## src/rtl/fp_minmax_scheduler.sv

```systemverilog
`default_nettype none
// +----------------------------------------------------------------------------+
// | Module      : fp_minmax_scheduler                                          |
// | Description : Round-robin scheduler that shares one combinational FP       |
// |               min/max datapath between NUM_REQ requesters. It has one      |
// |               execute register stage and a 2-entry writeback FIFO that    |
// |               carries the result, tag and source index.                    |
// | Revision    : 1.0 - initial release                                        |
// +----------------------------------------------------------------------------+
module fp_minmax_scheduler #(
   parameter int  NUM_REQ = 4,
   parameter int  FLEN    = 34,
   parameter int  ID_W    = 3,
   localparam int SRC_W   = $clog2(NUM_REQ)
) (
   input  logic                    clk,
   input  logic                    rst,
   input  logic [NUM_REQ-1:0]      req_valid,
   output logic [NUM_REQ-1:0]      req_ready,
   input  logic [NUM_REQ*FLEN-1:0] req_a,
   input  logic [NUM_REQ*FLEN-1:0] req_b,
   input  logic [NUM_REQ-1:0]      req_is_max,
   input  logic [NUM_REQ*ID_W-1:0] req_id,
   output logic [FLEN-1:0]         dp_a,
   output logic [FLEN-1:0]         dp_b,
   output logic                    dp_is_max,
   input  logic [FLEN-1:0]         dp_res,
   output logic                    wb_valid,
   input  logic                    wb_ready,
   output logic [FLEN-1:0]         wb_res,
   output logic [ID_W-1:0]         wb_id,
   output logic [SRC_W-1:0]        wb_src,
   output logic                    busy
);

   localparam logic [SRC_W-1:0] LAST_IDX = SRC_W'(NUM_REQ - 1);
   localparam logic [SRC_W:0]   NUM_EXT  = (SRC_W + 1)'(NUM_REQ);

   // unpacked views of the per-requester buses
   logic [FLEN-1:0] a_arr  [NUM_REQ];
   logic [FLEN-1:0] b_arr  [NUM_REQ];
   logic [ID_W-1:0] id_arr [NUM_REQ];

   generate
      for (genvar i = 0; i < NUM_REQ; i++) begin : g_unpack
         assign a_arr[i]  = req_a[i*FLEN +: FLEN];
         assign b_arr[i]  = req_b[i*FLEN +: FLEN];
         assign id_arr[i] = req_id[i*ID_W +: ID_W];
      end
   endgenerate

   // execute stage
   logic             ex_valid;
   logic [FLEN-1:0]  ex_a;
   logic [FLEN-1:0]  ex_b;
   logic             ex_is_max;
   logic [ID_W-1:0]  ex_id;
   logic [SRC_W-1:0] ex_src;

   // arbitration state
   logic [SRC_W-1:0] rr_ptr;
   logic             grant_found;
   logic [SRC_W-1:0] grant_idx;
   logic [SRC_W:0]   scan;
   logic [SRC_W-1:0] scan_idx;

   // writeback FIFO storage and pointers
   logic [FLEN-1:0]  fifo_res [2];
   logic [ID_W-1:0]  fifo_id  [2];
   logic [SRC_W-1:0] fifo_src [2];
   logic             wr_ptr;
   logic             rd_ptr;
   logic [1:0]       count;

   logic pop;
   logic ex_adv;
   logic can_issue;
   logic transfer;

   assign wb_valid  = (count != 2'd0);
   assign pop       = wb_valid & wb_ready;
   assign ex_adv    = ex_valid & ((count != 2'd2) | pop);
   assign can_issue = ~ex_valid | ex_adv;
   assign transfer  = can_issue & grant_found & rst;

   assign dp_a      = ex_a;
   assign dp_b      = ex_b;
   assign dp_is_max = ex_is_max;

   assign wb_res    = fifo_res[rd_ptr];
   assign wb_id     = fifo_id[rd_ptr];
   assign wb_src    = fifo_src[rd_ptr];

   assign busy      = ex_valid | (count != 2'd0);

   // find the first valid requester starting from rr_ptr, wrapping modulo NUM_REQ
   always_comb begin
      grant_found = 1'b0;
      grant_idx   = '0;
      scan        = '0;
      scan_idx    = '0;
      for (int k = 0; k < NUM_REQ; k++) begin
         scan = {1'b0, rr_ptr} + (SRC_W + 1)'(k);
         if (scan >= NUM_EXT) begin
            scan = scan - NUM_EXT;
         end
         scan_idx = scan[SRC_W-1:0];
         if (!grant_found && req_valid[scan_idx]) begin
            grant_found = 1'b1;
            grant_idx   = scan_idx;
         end
      end
   end

   // one-hot accept for the granted requester; held low while in reset
   always_comb begin
      req_ready = '0;
      if (transfer) begin
         req_ready[grant_idx] = 1'b1;
      end
   end

   // execute register and round-robin pointer
   always_ff @(posedge clk or negedge rst) begin
      if (!rst) begin
         ex_valid  <= 1'b0;
         ex_a      <= '0;
         ex_b      <= '0;
         ex_is_max <= 1'b0;
         ex_id     <= '0;
         ex_src    <= '0;
         rr_ptr    <= '0;
      end else if (transfer) begin
         ex_valid  <= 1'b1;
         ex_a      <= a_arr[grant_idx];
         ex_b      <= b_arr[grant_idx];
         ex_is_max <= req_is_max[grant_idx];
         ex_id     <= id_arr[grant_idx];
         ex_src    <= grant_idx;
         rr_ptr    <= (grant_idx == LAST_IDX) ? '0 : grant_idx + 1'b1;
      end else if (ex_adv) begin
         ex_valid  <= 1'b0;
      end
   end

   // writeback FIFO: push the datapath result when execute advances, pop on handshake
   always_ff @(posedge clk or negedge rst) begin
      if (!rst) begin
         for (int e = 0; e < 2; e++) begin
            fifo_res[e] <= '0;
            fifo_id[e]  <= '0;
            fifo_src[e] <= '0;
         end
         wr_ptr <= 1'b0;
         rd_ptr <= 1'b0;
         count  <= 2'd0;
      end else begin
         if (ex_adv) begin
            fifo_res[wr_ptr] <= dp_res;
            fifo_id[wr_ptr]  <= ex_id;
            fifo_src[wr_ptr] <= ex_src;
            wr_ptr           <= ~wr_ptr;
         end
         if (pop) begin
            rd_ptr <= ~rd_ptr;
         end
         case ({ex_adv, pop})
            2'b10:   count <= count + 2'd1;
            2'b01:   count <= count - 2'd1;
            default: count <= count;
         endcase
      end
   end

endmodule
`default_nettype wire
```

## config.mk

```make
export PLATFORM = sky130hd
export DESIGN_NAME = fp_minmax_scheduler
export DESIGN_NICKNAME = d
export VERILOG_FILES = /design/src/rtl/fp_minmax_scheduler.sv
export SDC_FILE = /design/constraint.sdc
export NUM_CORES = 1
export LEC_CHECK = 0
export BUFFER_PORTS_ARGS = -buffer_cell sky130_fd_sc_hd__clkbuf_2
export CAP_MARGIN = 20
export CORE_AREA = 3 3 172 174
export DETAILED_ROUTE_END_ITERATION = 8
export DIE_AREA = 0 0 175 177
export SLEW_MARGIN = 5
export SYNTH_ARGS = -nofsm -noshare
export SYNTH_HDL_FRONTEND = slang
export SYNTH_SLANG_ARGS = --single-unit
```

## constraint.sdc

```tcl
create_clock -name clk -period 2.3 [get_ports clk]
set_input_delay 0.575 -clock clk [delete_from_list [all_inputs] [get_ports clk]]
set_output_delay 0.575 -clock clk [all_outputs]
set_load 0.01 [all_outputs]
```

== Yosys cells after proc, flatten, opt, wreduce, memory -nomap -nowiden ==
Cells that the tools add are included.
Widths: inputs -> output; s select.

* Add/sub/neg operators: 10
* Order comparisons: 14
* Equal/unequal tests: 4
* Mux-type cells: 56
* Bitwise logic cells: 13
* Reductions and logical operators: 11

{| class="wikitable"
|+ Operators by type and width
! cell !! count
|-
| $mux 34 || 8
|-
| $bmux 34 s2 || 2
|-
| $bwmux 68 || 1
|-
| $demux 34 s1 || 1
|-
| $mux 2 || 13
|-
| $mux 3 || 6
|-
| $lt 2x3->1 const B || 5
|-
| $ge 3x3->1 const B || 4
|-
| $mux 1 || 12
|-
| $bmux 1 s2 || 5
|-
| $sub 2x1->2 const B || 5
|-
| $add 2x2->3 const B || 2
|-
| $bmux 3 s2 || 1
|-
| $bwmux 6 || 1
|-
| $reduce_bool 2->1 || 3
|-
| $logic_and 1x1->1 || 5
|-
| $add 2x1->2 const B || 2
|-
| $and 1x1->1 || 4
|-
| $bwmux 4 || 1
|-
| $eq 2x2->1 const B || 2
|-
| $ge 2x2->1 const B || 2
|-
| $mux 4 || 1
|-
| $not 1->2 || 2
|-
| $pmux 2 s2 || 1
|-
| other kinds (13) || 19
|}

* Register bits after elaboration: 159
* Bits of input ports: 329
* Output and inout bits: 114
* Logic and storage cells: 124

== Longest topological paths before layout ==
* Depth after elaboration: 19
* Depth in mapped cells: 9
* Mapped depth without buffers: 7

== Worst setup path before layout ==
OpenSTA, ideal clock, no wires.

* Kind: input-to-output
* From: input req_valid[0]
* To: output req_ready[3]
* Arrival time: 1.689 ns
* Data required time: 1.725 ns
* Path slack: 0.036 ns
* Cell stages on the path: 8
* Path buffers: 2
* Cells stage by stage: and2b_1 -> a21oi_2 -> o221ai_4 -> buf_6 -> buf_6 -> inv_2 -> ha_1 -> and2_1

* Longest elaborated chain between the ends: 17
* Elaborated cells on any way between the ends: 30
* Those cells by class: 2 x order compare; 19 x mux; 2 x bitwise; 7 x reduce/logical

{| class="wikitable"
|+ Ends and longest elaborated chain
! item !! RTL line !! source
|-
| from (decl) || 18 || <nowiki>input logic [NUM_REQ-1:0] req_valid,</nowiki>
|-
| $bmux 1 s2 || 108 || <nowiki>if (!grant_found && req_valid[scan_idx]) begin</nowiki>
|-
| $mux 1 (not written as such) || 108 ||
|-
| $mux 1 || 108 ||
|-
| $logic_not 1->1 || 108 ||
|-
| $logic_and 1x1->1 || 108 ||
|-
| $mux 1 || 108 ||
|-
| $logic_not 1->1 || 108 ||
|-
| $logic_and 1x1->1 || 108 ||
|-
| $mux 1 || 108 ||
|-
| $logic_not 1->1 || 108 ||
|-
| $logic_and 1x1->1 || 108 ||
|-
| $mux 2 || 108 ||
|-
| $lt 2x3->1 (not written as such) or $ge 2x1->1 (tied branches) || 119 || <nowiki>req_ready[grant_idx] = 1'b1;</nowiki>
|-
| $logic_and 1x1->1 (not written as such) || 119 ||
|-
| $mux 1 (not written as such) || 119 ||
|-
| $demux 1 s2 || 119 ||
|-
| $mux 4 * || 118 || <nowiki>if (transfer) begin</nowiki>
|-
| to (decl) || 19 || <nowiki>output logic [NUM_REQ-1:0] req_ready,</nowiki>
|}

Mark *: on every way between the ends. The rest lies on a longest branch, timed or not. The select of a mux whose other input is x is not followed.

== Final worst setup path ==
* From: register rr_ptr[0]
* To: output req_ready[3]

* Longest elaborated chain between the ends: 19
* Elaborated cells on any way between the ends: 45
* Those cells by class: 7 x add/sub; 6 x order compare; 23 x mux; 2 x bitwise; 7 x reduce/logical

{| class="wikitable"
|+ Ends and longest elaborated chain
! item !! RTL line !! source
|-
| from (decl) || 61 || <nowiki>logic [SRC_W-1:0] rr_ptr;</nowiki>
|-
| from (signal assigned) || 140 || <nowiki>rr_ptr <= (grant_idx == LAST_IDX) ? '0 : grant_idx + 1'b1;</nowiki>
|-
| branches (longest 18 deep; another with $add 2x1->3) || n/a ||
|-
| $mux 4 * || 118 ||
|}

Every way passes the cells marked *. The select of a mux whose other input is x is not followed.

==> run_summary.xml <==
<?xml version="1.0" encoding="UTF-8"?>
<metrics>
  <group name="timing">
    <metric name="final_period_minus_worst_setup_slack" unit="ns">2.37</metric>
    <metric name="fin_skew" unit="ns">0.0143</metric>
    <metric name="report.final.setup_viol" unit="">4</metric>
    <metric name="slew-limit-headroom" unit="%">43.4</metric>
    <metric name="layout_setup_ws" unit="ns">-0.0664</metric>
    <metric name="grt_setup_unrepaired" unit="">true</metric>
    <metric name="max_slew_violation_count" unit="">0</metric>
    <metric name="worst-slew-pin-transition" unit="ns">0.849</metric>
    <metric name="period_share" unit="%">103</metric>
    <metric name="fmaxAchievable" unit="MHz">423</metric>
    <metric name="hold_violations" unit="">0</metric>
  </group>
  <group name="power">
    <metric name="power_density" unit="nW/µm²">1300</metric>
    <metric name="power.combinational.fraction" unit="%">48.3</metric>
    <metric name="netSwitchingPower" unit="µW">5780</metric>
    <metric name="power_frac_clock" unit="%">19.6</metric>
    <metric name="peak_ir_drop_on_the_vdd_network" unit="mV">0.527</metric>
    <metric name="total_power" unit="µW">15500</metric>
    <metric name="power_leakage" unit="µW">0.00622</metric>
    <metric name="p_int" unit="µW">9770</metric>
    <metric name="power_frac_seq" unit="%">32.1</metric>
    <metric name="switching_share" unit="%">37.2</metric>
  </group>
  <group name="yosys">
    <metric name="synth_area" unit="µm²">8510</metric>
    <metric name="synth.ff_latch_count" unit="">159</metric>
    <metric name="synth_top_area_share" unit="%">46.8</metric>
    <metric name="synthDistinctLibCells" unit="">37</metric>
    <metric name="post_synth_and_or_nand_nor_area_fraction" unit="%">5.03</metric>
    <metric name="combinational_family_with_the_most_area_after_synthesis" unit="">multiplexers</metric>
    <metric name="post_synth.cell_area_avg" unit="µm²">12.8</metric>
    <metric name="synthCells" unit="">665</metric>
    <metric name="synth.yosys.seq_area_share" unit="%">46.8</metric>
    <metric name="synth_compound_area_share" unit="%">9.39</metric>
    <metric name="synth_area_in_adders" unit="%">0.294</metric>
    <metric name="synth.yosys.warnings" unit="">0</metric>
    <metric name="synthTopCellsByArea" unit="">sky130_fd_sc_hd__dfrtp_1 47%, sky130_fd_sc_hd__mux2i_1 17%, sky130_fd_sc_hd__mux2_2 10%, sky130_fd_sc_hd__o221ai_1 6.4%, sky130_fd_sc_hd__mux2_1 3.7%</metric>
    <metric name="synth_xor_xnor_area_share" unit="%">0.515</metric>
    <metric name="synth_mux_area_share" unit="%">32.9</metric>
    <metric name="syn-num-nets" unit="">996</metric>
    <metric name="synthDominantAreaCellType" unit="">sky130_fd_sc_hd__dfrtp_1</metric>
  </group>
  <group name="die">
    <metric name="floorplan_core_area" unit="µm²">27900</metric>
    <metric name="die_footprint" unit="µm²">31000</metric>
    <metric name="start_util" unit="%">30.4</metric>
    <metric name="chipHeight" unit="µm">177</metric>
    <metric name="chipWidth" unit="µm">175</metric>
    <metric name="num_rows" unit="">61</metric>
    <metric name="floorplan.io_pins" unit="">443</metric>
  </group>
  <group name="job">
    <metric name="drv_cap" unit="">0</metric>
  </group>
  <group name="setup_path">
    <metric name="crit_path_max_incr_delay" unit="ns">0.40</metric>
    <metric name="setup.worst_path.start_class" unit="">flop</metric>
    <metric name="worst-endpoint-required" unit="ns">1.73</metric>
    <metric name="path_class" unit="">flop to primary output</metric>
    <metric name="endpoint_kind" unit="">primary output</metric>
    <metric name="cp_cell_sequence" unit="">and2b_1, nor2_1, o22a_2, ha_4, and2_4, buf_6</metric>
    <metric name="endpoint_arrival_time_on_the_critical_path" unit="ns">1.79</metric>
    <metric name="critical_path.slowest_cell" unit="">sky130_fd_sc_hd__dfrtp_1</metric>
    <metric name="critical_path_peak_fanout" unit="">3</metric>
    <metric name="worst_r2r_path_depth" unit="">8</metric>
  </group>
  <group name="global_routing">
    <metric name="antenna_found_initial" unit="">3</metric>
    <metric name="gr-total-overflow" unit="">0</metric>
    <metric name="wire_length_of_the_first_global_routing_pass" unit="µm">42100</metric>
    <metric name="first_global_vias" unit="">7673</metric>
    <metric name="grt_start_max_net_pins" unit="">160</metric>
    <metric name="overall_routing_resource_usage" unit="%">17.5</metric>
  </group>
  <group name="routing">
    <metric name="postRouteWirelength" unit="µm">27900</metric>
    <metric name="drt-vias-per-instance" unit="">4.80</metric>
    <metric name="post_drt_wl_per_cell" unit="µm">18.5</metric>
    <metric name="drc" unit="">0</metric>
    <metric name="drt_pass1_iterations" unit="">5</metric>
    <metric name="drtAntennaViolNets" unit="">0</metric>
    <metric name="vias" unit="">7219</metric>
    <metric name="number_of_drc_markers_after_the_initial_detailed_route_iteration" unit="">290</metric>
  </group>
  <group name="placement">
    <metric name="placement.io_buffers" unit="">442</metric>
    <metric name="gp_routability_congestion" unit="">0.835</metric>
    <metric name="post-dp-hpwl" unit="µm">20900</metric>
    <metric name="place_ws" unit="ns">-0.0828</metric>
  </group>
  <group name="status">
    <metric name="violations" unit="">setup timing</metric>
    <metric name="status" unit="">complete, but fails checks</metric>
  </group>
  <group name="clock_tree">
    <metric name="insertion_delay" unit="ns">0.42</metric>
    <metric name="clock_sinks" unit="">159</metric>
    <metric name="clockBufferDepth" unit="">2</metric>
    <metric name="ctsRootBufferMaster" unit="">sky130_fd_sc_hd__clkbuf_16</metric>
    <metric name="cts-hold-fix-buffers" unit="">0</metric>
    <metric name="tritoncts" unit="">yes</metric>
    <metric name="h-tree-depth" unit="">4</metric>
    <metric name="tritoncts.num_buffers" unit="">17</metric>
    <metric name="clk_transition_reported_paths" unit="ns">0.07</metric>
  </group>
  <group name="cells_and_area">
    <metric name="final_layout_size_suffix_gt1_share" unit="%">56.4</metric>
    <metric name="p_r_area_growth_vs_syn" unit="%">40.2</metric>
    <metric name="layout.filler_cells" unit="">2747</metric>
    <metric name="layout.nets" unit="">1440</metric>
    <metric name="layout.core_utilization" unit="%">42.7</metric>
  </group>
  <group name="hold_path">
    <metric name="hp-class" unit="">input pin to async pin</metric>
  </group>
</metrics>
layer usage:
metal	GRT usage [%]	part of all wire (%)
met5	0	0
met3	4.85	6.6
met1	21.7	41
met2	29.7	51
met4	5.55	1.9
flip-flops by register name, indices dropped and copies added (netlist names), 2 cells and up:
register / count
rr_ptr: 2
count: 2
dp_b: 34
fifo_src: 4
dp_a: 34
ex_src: 2
fifo_res: 68
ex_id: 3
fifo_id: 6
path summary, 6_finish.rpt:
path                              start  slack (ns)            to
setup / recovery              rr_ptr[0]       -0.07  req_ready[3]
hold / removal                      rst        0.33  fifo_res[45]
setup reg to reg              rr_ptr[0]        0.20      dp_b[29]
hold reg to reg            fifo_res[46]        0.48  fifo_res[46]
max in group asynchronous           rst        1.35        rd_ptr
min in group clk             dp_res[29]        0.39  fifo_res[29]
logic make-up after synthesis:
kind of cell,count (synthesis)
simple gates,100
buf+inv,56
flops,159
compound gates,82
mux,261
xor+xnor,5
fa+ha+maj,2
worst max-delay path: cells and delay by family (launching register included):
kind | cells | cell delay [ns]
AND/OR/NAND/NOR | 3 | 0.42
flip-flops | 1 | 0.40
AO/OA/AOI/OAI | 1 | 0.27
adder cells (fa/ha/maj) | 1 | 0.17
buffers and inverters | 1 | 0.11
cells in the mapped netlist:
| library cell | instances |
|---|---|
| sky130_fd_sc_hd__a21boi_1 | 1 |
| sky130_fd_sc_hd__a21o_1 | 1 |
| sky130_fd_sc_hd__a21oi_2 | 2 |
| sky130_fd_sc_hd__and2_1 | 2 |
| sky130_fd_sc_hd__and2b_1 | 1 |
| sky130_fd_sc_hd__buf_1 | 3 |
| sky130_fd_sc_hd__buf_2 | 12 |
| sky130_fd_sc_hd__buf_4 | 3 |
| sky130_fd_sc_hd__buf_6 | 26 |
| sky130_fd_sc_hd__clkbuf_1 | 8 |
| sky130_fd_sc_hd__clkbuf_4 | 1 |
| sky130_fd_sc_hd__dfrtp_1 | 159 |
| sky130_fd_sc_hd__ha_1 | 2 |
| sky130_fd_sc_hd__inv_2 | 3 |
| sky130_fd_sc_hd__mux2_1 | 28 |
| sky130_fd_sc_hd__mux2_2 | 79 |
| sky130_fd_sc_hd__mux2_4 | 10 |
| sky130_fd_sc_hd__mux2i_1 | 144 |
| sky130_fd_sc_hd__nand2_1 | 82 |
| sky130_fd_sc_hd__nand2_2 | 1 |
| sky130_fd_sc_hd__nand2b_1 | 1 |
| sky130_fd_sc_hd__nand2b_4 | 2 |
| sky130_fd_sc_hd__nor2_1 | 6 |
| sky130_fd_sc_hd__nor2b_1 | 2 |
| sky130_fd_sc_hd__nor3b_2 | 1 |
| sky130_fd_sc_hd__o21ai_1 | 1 |
| sky130_fd_sc_hd__o21ai_2 | 1 |
| sky130_fd_sc_hd__o221ai_1 | 62 |
| sky130_fd_sc_hd__o221ai_2 | 10 |
| sky130_fd_sc_hd__o221ai_4 | 1 |
| sky130_fd_sc_hd__o22a_1 | 1 |
| sky130_fd_sc_hd__o31ai_1 | 1 |
| sky130_fd_sc_hd__o41ai_2 | 1 |
| sky130_fd_sc_hd__or2_2 | 1 |
| sky130_fd_sc_hd__or3_1 | 1 |
| sky130_fd_sc_hd__xnor2_1 | 3 |
| sky130_fd_sc_hd__xor2_1 | 2 |
what timing repair did:
item,4_1_cts,5_1_grt
resized for setup,6,13
buffers inserted,4,4
setup endpoints to repair,4,25
gates cloned,0,1
pin swaps,3,3
hold endpoints to repair,0,0
metrics by stage:
step	hold slack [ns]	instances	instance area, µm²	setup TNS (ns)
after global routing	0.355	1503	11900	-0.618
final	0.331	1503	11900	-0.209
after floorplan	0.279	665	8510	0
after detailed placement	0.472	1459	11100	-0.126
after global placement	0.464	1459	11100	-0.113
after CTS	0.358	1495	11800	-0.311
power by group through the flow:
stage               logic [µW]  clock network, µW  registers (µW)
floorplan                 4590                  0            5120
global placement          7300                  0            5000
detailed placement        7380                  0            5020
CTS                       7470               3150            5000
global route              8140               3300            5190
finish                    7520               3040            4990
layout by cell type, fill, tap and decap left out, types with 2 or more instances in the layout:
master	netlist	layout
sky130_fd_sc_hd__clkbuf_2	0	437
sky130_fd_sc_hd__dfrtp_1	159	157
sky130_fd_sc_hd__mux2i_1	144	144
sky130_fd_sc_hd__nand2_1	82	81
sky130_fd_sc_hd__mux2_2	79	79
sky130_fd_sc_hd__o221ai_1	62	62
sky130_fd_sc_hd__mux2_1	28	28
sky130_fd_sc_hd__buf_4	3	23
sky130_fd_sc_hd__clkbuf_16	0	18
sky130_fd_sc_hd__buf_12	0	12
sky130_fd_sc_hd__mux2_4	10	10
sky130_fd_sc_hd__o221ai_2	10	10
sky130_fd_sc_hd__inv_6	0	4
sky130_fd_sc_hd__buf_6	26	4
sky130_fd_sc_hd__diode_2	0	3
sky130_fd_sc_hd__inv_2	3	3
sky130_fd_sc_hd__nand2b_4	2	3
sky130_fd_sc_hd__nor2_4	0	3
sky130_fd_sc_hd__xnor2_1	3	3
sky130_fd_sc_hd__bufinv_16	0	3
sky130_fd_sc_hd__inv_8	0	3
sky130_fd_sc_hd__a21oi_2	2	2
sky130_fd_sc_hd__nor2_1	6	2
sky130_fd_sc_hd__xor2_1	2	2
sky130_fd_sc_hd__clkinvlp_4	0	2
sky130_fd_sc_hd__dfrtp_2	0	2
area by class of cell:
type / instances / area [µm²] / share of cell area [%]
multi-input cells: 450 / 4160 / 34.8
flip-flops and latches: 159 / 3980 / 33.4
repair buffers: 478 / 2680 / 22.4
well taps: 378 / 473 / 3.96
clock buffers: 18 / 429 / 3.60
clock inverters: 14 / 195 / 1.64
inverters: 3 / 11.3 / 0.0944
diodes: 3 / 7.51 / 0.0629
No activity file was read; power rests on OpenSTA's default activity.
